**src/rtl/rap_acc_adder.sv**
```systemverilog
// Handshaked windowed-carry approximate adder with an optional multi-cycle
// segmented exact repair path for operand pairs whose carry chain may exceed the window.
module rap_acc_adder #(
    parameter int WIDTH = 32,
    parameter int WIN   = 8,
    parameter int SEG   = 8
) (
    input  logic             clk,
    input  logic             rst_n,
    input  logic             in_valid,
    output logic             in_ready,
    input  logic [WIDTH-1:0] a,
    input  logic [WIDTH-1:0] b,
    input  logic             mode,
    output logic             out_valid,
    input  logic             out_ready,
    output logic [WIDTH:0]   sum,
    output logic             approx_flag,
    output logic             corrected
);

    localparam int NSEG   = (WIDTH + SEG - 1) / SEG;
    localparam int KW     = (NSEG > 1) ? $clog2(NSEG) : 1;
    localparam int LAST_W = WIDTH - (NSEG - 1) * SEG;

    typedef enum logic [1:0] {
        IDLE,
        CALC,
        CORR,
        OUT
    } state_t;

    state_t state, state_next;

    logic [WIDTH-1:0] a_reg, b_reg;
    logic             mode_reg;
    logic [KW-1:0]    seg_idx;
    logic             carry_reg;
    logic [WIDTH:0]   sum_reg;
    logic             flag_reg, corr_reg;

    logic [WIDTH-1:0] p, g;
    logic [WIDTH-1:0] appc;
    logic             run;
    int               run_len;
    logic             suspect_raw, suspect;
    logic [WIDTH:0]   approx_sum;

    assign p = a_reg ^ b_reg;
    assign g = a_reg & b_reg;

    // Windowed carry: only generates within WIN bits below position i may reach it.
    always_comb begin
        appc = '0;
        run  = 1'b1;
        for (int i = 0; i < WIDTH; i++) begin
            run = 1'b1;
            for (int j = i; j >= 0; j--) begin
                if (i - j <= WIN) begin
                    appc[i] = appc[i] | (g[j] & run);
                end
                run = run & p[j];
            end
        end
    end

    always_comb begin
        approx_sum    = '0;
        approx_sum[0] = p[0];
        for (int i = 1; i < WIDTH; i++) begin
            approx_sum[i] = p[i] ^ appc[i-1];
        end
        approx_sum[WIDTH] = appc[WIDTH-1];
    end

    always_comb begin
        suspect_raw = 1'b0;
        run_len     = 0;
        for (int i = 0; i < WIDTH; i++) begin
            if (p[i]) begin
                run_len = run_len + 1;
            end else begin
                run_len = 0;
            end
            if (run_len > WIN) begin
                suspect_raw = 1'b1;
            end
        end
    end

    // A window spanning the whole word already sees every generate, so nothing is suspect.
    assign suspect = (WIN >= WIDTH - 1) ? 1'b0 : suspect_raw;

    logic [WIDTH-1:0] a_shift, b_shift;
    logic [SEG-1:0]   seg_a, seg_b;
    logic [SEG:0]     seg_sum;
    logic             seg_carry;
    logic             last_seg;
    logic [WIDTH:0]   seg_mask, seg_bits, corr_sum;
    int               base;

    always_comb begin
        base      = int'(seg_idx) * SEG;
        a_shift   = a_reg >> base;
        b_shift   = b_reg >> base;
        seg_a     = a_shift[SEG-1:0];
        seg_b     = b_shift[SEG-1:0];
        seg_sum   = {1'b0, seg_a} + {1'b0, seg_b} + {{SEG{1'b0}}, carry_reg};
        last_seg  = (seg_idx == KW'(NSEG - 1));
        seg_carry = last_seg ? seg_sum[LAST_W] : seg_sum[SEG];
        seg_mask  = ({{(WIDTH + 1 - SEG){1'b0}}, {SEG{1'b1}}} << base) & {1'b0, {WIDTH{1'b1}}};
        seg_bits  = (WIDTH + 1)'(seg_sum[SEG-1:0]) << base;
        corr_sum  = (sum_reg & ~seg_mask) | (seg_bits & seg_mask);
        if (last_seg) begin
            corr_sum[WIDTH] = seg_carry;
        end
    end

    always_ff @(posedge clk or negedge rst_n) begin
        if (!rst_n) begin
            state <= IDLE;
        end else begin
            state <= state_next;
        end
    end

    always_comb begin
        state_next = state;
        case (state)
            IDLE: if (in_valid) state_next = CALC;
            CALC: state_next = (!mode_reg || !suspect) ? OUT : CORR;
            CORR: if (last_seg) state_next = OUT;
            OUT:  if (out_ready) state_next = IDLE;
            default: state_next = IDLE;
        endcase
    end

    always_ff @(posedge clk or negedge rst_n) begin
        if (!rst_n) begin
            a_reg     <= '0;
            b_reg     <= '0;
            mode_reg  <= 1'b0;
            seg_idx   <= '0;
            carry_reg <= 1'b0;
            sum_reg   <= '0;
            flag_reg  <= 1'b0;
            corr_reg  <= 1'b0;
        end else begin
            case (state)
                IDLE: begin
                    if (in_valid) begin
                        a_reg    <= a;
                        b_reg    <= b;
                        mode_reg <= mode;
                    end
                end
                CALC: begin
                    if (!mode_reg || !suspect) begin
                        sum_reg  <= approx_sum;
                        flag_reg <= suspect;
                        corr_reg <= 1'b0;
                    end else begin
                        seg_idx   <= '0;
                        carry_reg <= 1'b0;
                    end
                end
                CORR: begin
                    sum_reg   <= corr_sum;
                    carry_reg <= seg_carry;
                    seg_idx   <= seg_idx + KW'(1);
                    if (last_seg) begin
                        flag_reg <= 1'b1;
                        corr_reg <= 1'b1;
                    end
                end
                default: ;
            endcase
        end
    end

    assign in_ready    = (state == IDLE);
    assign out_valid   = (state == OUT);
    assign sum         = sum_reg;
    assign approx_flag = flag_reg;
    assign corrected   = corr_reg;

endmodule

```
**config.mk**
```make
export PLATFORM = sky130hd
export DESIGN_NAME = rap_acc_adder
export DESIGN_NICKNAME = d
export VERILOG_FILES = /design/src/rtl/rap_acc_adder.sv
export SDC_FILE = /design/constraint.sdc
export NUM_CORES = 1
export LEC_CHECK = 0
export CAP_MARGIN = 10
export CORE_ASPECT_RATIO = 1.2
export CORE_MARGIN = 2
export CORE_UTILIZATION = 35
export CTS_CLUSTER_SIZE = 10
export DETAILED_ROUTE_END_ITERATION = 10
export PLACE_DENSITY_LB_ADDON = 0.25
export SYNTH_ARGS = -nofsm -noshare
export SYNTH_HDL_FRONTEND = slang
export SYNTH_SLANG_ARGS = --single-unit
```
**constraint.sdc**
```tcl
create_clock -name clk -period 19.9 [get_ports clk]
set_clock_uncertainty 0.15 [all_clocks]
set_input_delay 2.985 -clock clk [delete_from_list [all_inputs] [get_ports clk]]
set_output_delay 2.985 -clock clk [all_outputs]
set_load 0.01 [all_outputs]
```
==> qor.yml <==
outcome:
  result_of_the_run: "finished, final reports clean"
synth:
  synthArstFlopShare: 1.00
  synth-edff-count: 0
  ys_top_cells_by_area: "dfrtp_1 (24%), ha_1 (12%), mux2_2 (7.2%)"
  synth_area_um2: 11100
  synth_cells: 1286
  ys_warn_count: 0
  synth_nets: 1461
  synth_seq_area_share: 0.237
  netlist.top_cell.by_area: "dfrtp_1"
  synth_top_cell_area_share: 0.237
  synth_ff_type: "dfrtp_1"
  ys_ff_latch: 105
  syn_area_per_cell_um2: 8.64
  synth_cell_type_count: 104
setup_path:
  worst-endpoint-arrival_ns: 16.42
  cp_data_required_time_ns: 20.02
  critical_path.slowest_cell: "dfrtp_1"
  critical_path.max_stage_delay_ns: 0.42
  path_class: "flop to flop"
  worstPathMaxFanout: 13
  timing.critical_path.mode_cell: "ha_1"
  worstSetupStartpointType: "flop"
  crit_path_end_kind: "flop"
timing:
  timing.slew.headroom: 0.368
  worst-slew-pin-transition_ns: 0.947
  finalWorstPathRequiredPeriod_ns: 16.30
  maxSlewViolCount: 0
  hold_violations: 0
  rsz0062_at_grt: "no"
  final_min_period_over_clock_period: 0.819
  timing.setup.tns_ns: 0
  final-setup-viol-count: 0
  max_freq_mhz: 61.3
global_routing:
  antenna_found_initial: 0
  first_pass_grt_wire_length_mm: 53.1
  maximum_number_of_pins_on_one_net_before_global_route_repair: 66
  globalRoute.totalOverflow: 0
  first_global_vias: 9780
  tot_gr_track_use: 0.201
final_layout:
  antenna-diode-count: 0
  number_of_nets_in_the_layout: 1515
  synthToLayoutAreaGrowth_pct: 14.4
  drive_above_1_share: 0.116
clock_network:
  ctsRootBufferMaster: "clkbuf_16"
  worst_setup_hold_path_clk_slew_ns: 0.08
  cts_num_sinks: 105
  cts_htree_levels: 3
  cts-resized-gates: 0
  tritoncts: "built"
  worst_skew_pair.late_latency_ns: 0.38
  postCtsSetupBuffers: 0
  cts_buffer_depth: 2
  cts-buffers-inserted: 9
  cts_hold_buf: 0
detailed_routing:
  met3_length_mm: 1.25
  postRouteWirelength_mm: 33.4
  ant_nets: 0
  wl_met2_mm: 16.1
  first_iter_violations: 633
  maxUsedRoutingLayer: "met4"
  drt-met1-wl_mm: 15.0
  detail_route.wl_per_cell_um: 19.1
  drt_first_pass_iters: 5
  drcViolationCount: 0
  detailroute.via_count: 9901
  vias_per_cell: 5.67
floorplan:
  floorplan.rows: 71
  initial_utilization: 0.355
  die_footprint_um2: 33200
  dieHeight_um: 199
  io-pin-count: 106
  die_w_um: 167
  core_um2: 31300
place:
  port_buffers: 105
  place_congestion: 0.891
  place.detailed.hpwl_mm: 26.6
min_path:
  hold_class: "flop to flop"
job:
  max_cap_violations: 0
==> kinds of logic after synthesis <==
kind of cell | count (synthesis) | share of synthesized area
flip-flops | 105 | 0.237
buffers and inverters | 182 | 0.0633
XOR/XNOR | 66 | 0.0567
adder cells (fa/ha/maj) | 106 | 0.121
multiplexers | 120 | 0.142
AND/OR/NAND/NOR | 389 | 0.178
AO/OA/AOI/OAI | 318 | 0.202
==> final timing paths <==
kind | slack, ns | from | depth (start not counted) | endpoint
worst min register to register | 0.35 | flop | 1 | flop
max in group asynchronous | 15.90 | rst_n | 2 | b_reg[22]
worst min-delay path | 0.35 | flop | 1 | flop
worst max register to register | 3.60 | a_reg[1] | 84 | flop
worst max-delay path | 3.60 | a_reg[1] | 84 | flop
min in group asynchronous | 2.48 | rst_n | 1 | state[1]
==> layer usage <==
metal / vias up / track usage
met2: 250 / 0.345
li1: 4786 / -
met1: 4809 / 0.261
met3: 56 / 0.0226
met4: 0 / 0.0779
met5: - / 0
==> worst max-delay path, delay by kind of cell (launching register included) <==
| kind | cells | cell delay, ns |
|---|---|---|
| adder cells (fa/ha/maj) | 30 | 8.51 |
| AND/OR/NAND/NOR | 32 | 4.94 |
| buffers and inverters | 19 | 1.02 |
| AO/OA/AOI/OAI | 2 | 0.79 |
| flip-flops | 1 | 0.42 |
| multiplexers | 1 | 0.34 |
==> placed cells by master (no fill, tap or decap), types with 36 or more instances in the layout <==
cell             instances
o21ai_0                 50
dfrtp_1                105
inv_1                  113
a21oi_1                 70
mux2_2                  71
clkdlybuf4s50_1        104
xnor2_1                 47
nand3_1                 36
nand2_1                117
nor2_1                  68
ha_1                   103
==> cell usage after synthesis (all sizes together), types with 14 or more instances <==
library cell    n
o22ai          32
clkbuf         55
a21oi          73
and2           29
nor4           14
nand3          36
mux4           16
xnor2          48
nor2           68
ha            103
o21ai          56
inv           115
xor2           15
nand4          17
dfrtp         105
nor3           22
a21o           20
nand2         120
mux2           96
==> area by class of cell <==
cell class	instances	area, um^2
Sequential cell	105	2630
Clock inverter	5	46.3
Fill cell	3152	18600
Multi-Input combinational cell	999	7780
Inverter	116	435
Timing Repair Buffer	109	1080
Tap cell	401	502
Clock buffer	11	243
==> stage by stage <==
step / util / instances / setup slack [ns] / hold WS [ns] / instance area, um^2
final: 0.406 / 1746 / 3.60 / 0.349 / 12700
after floorplan: - / 1286 / 5.04 / 0.351 / 11100
after CTS: 0.406 / 1746 / 3.61 / 0.351 / 12700
after global placement: 0.397 / 1730 / 4.05 / 0.332 / 12400
after global routing: 0.406 / 1746 / 2.29 / 0.367 / 12700
after detailed placement: 0.397 / 1730 / 3.77 / 0.333 / 12400
Power is left out: the tool's default activity adds up to more than one toggle a clock period on the data nets, which glitch-free logic cannot reach.
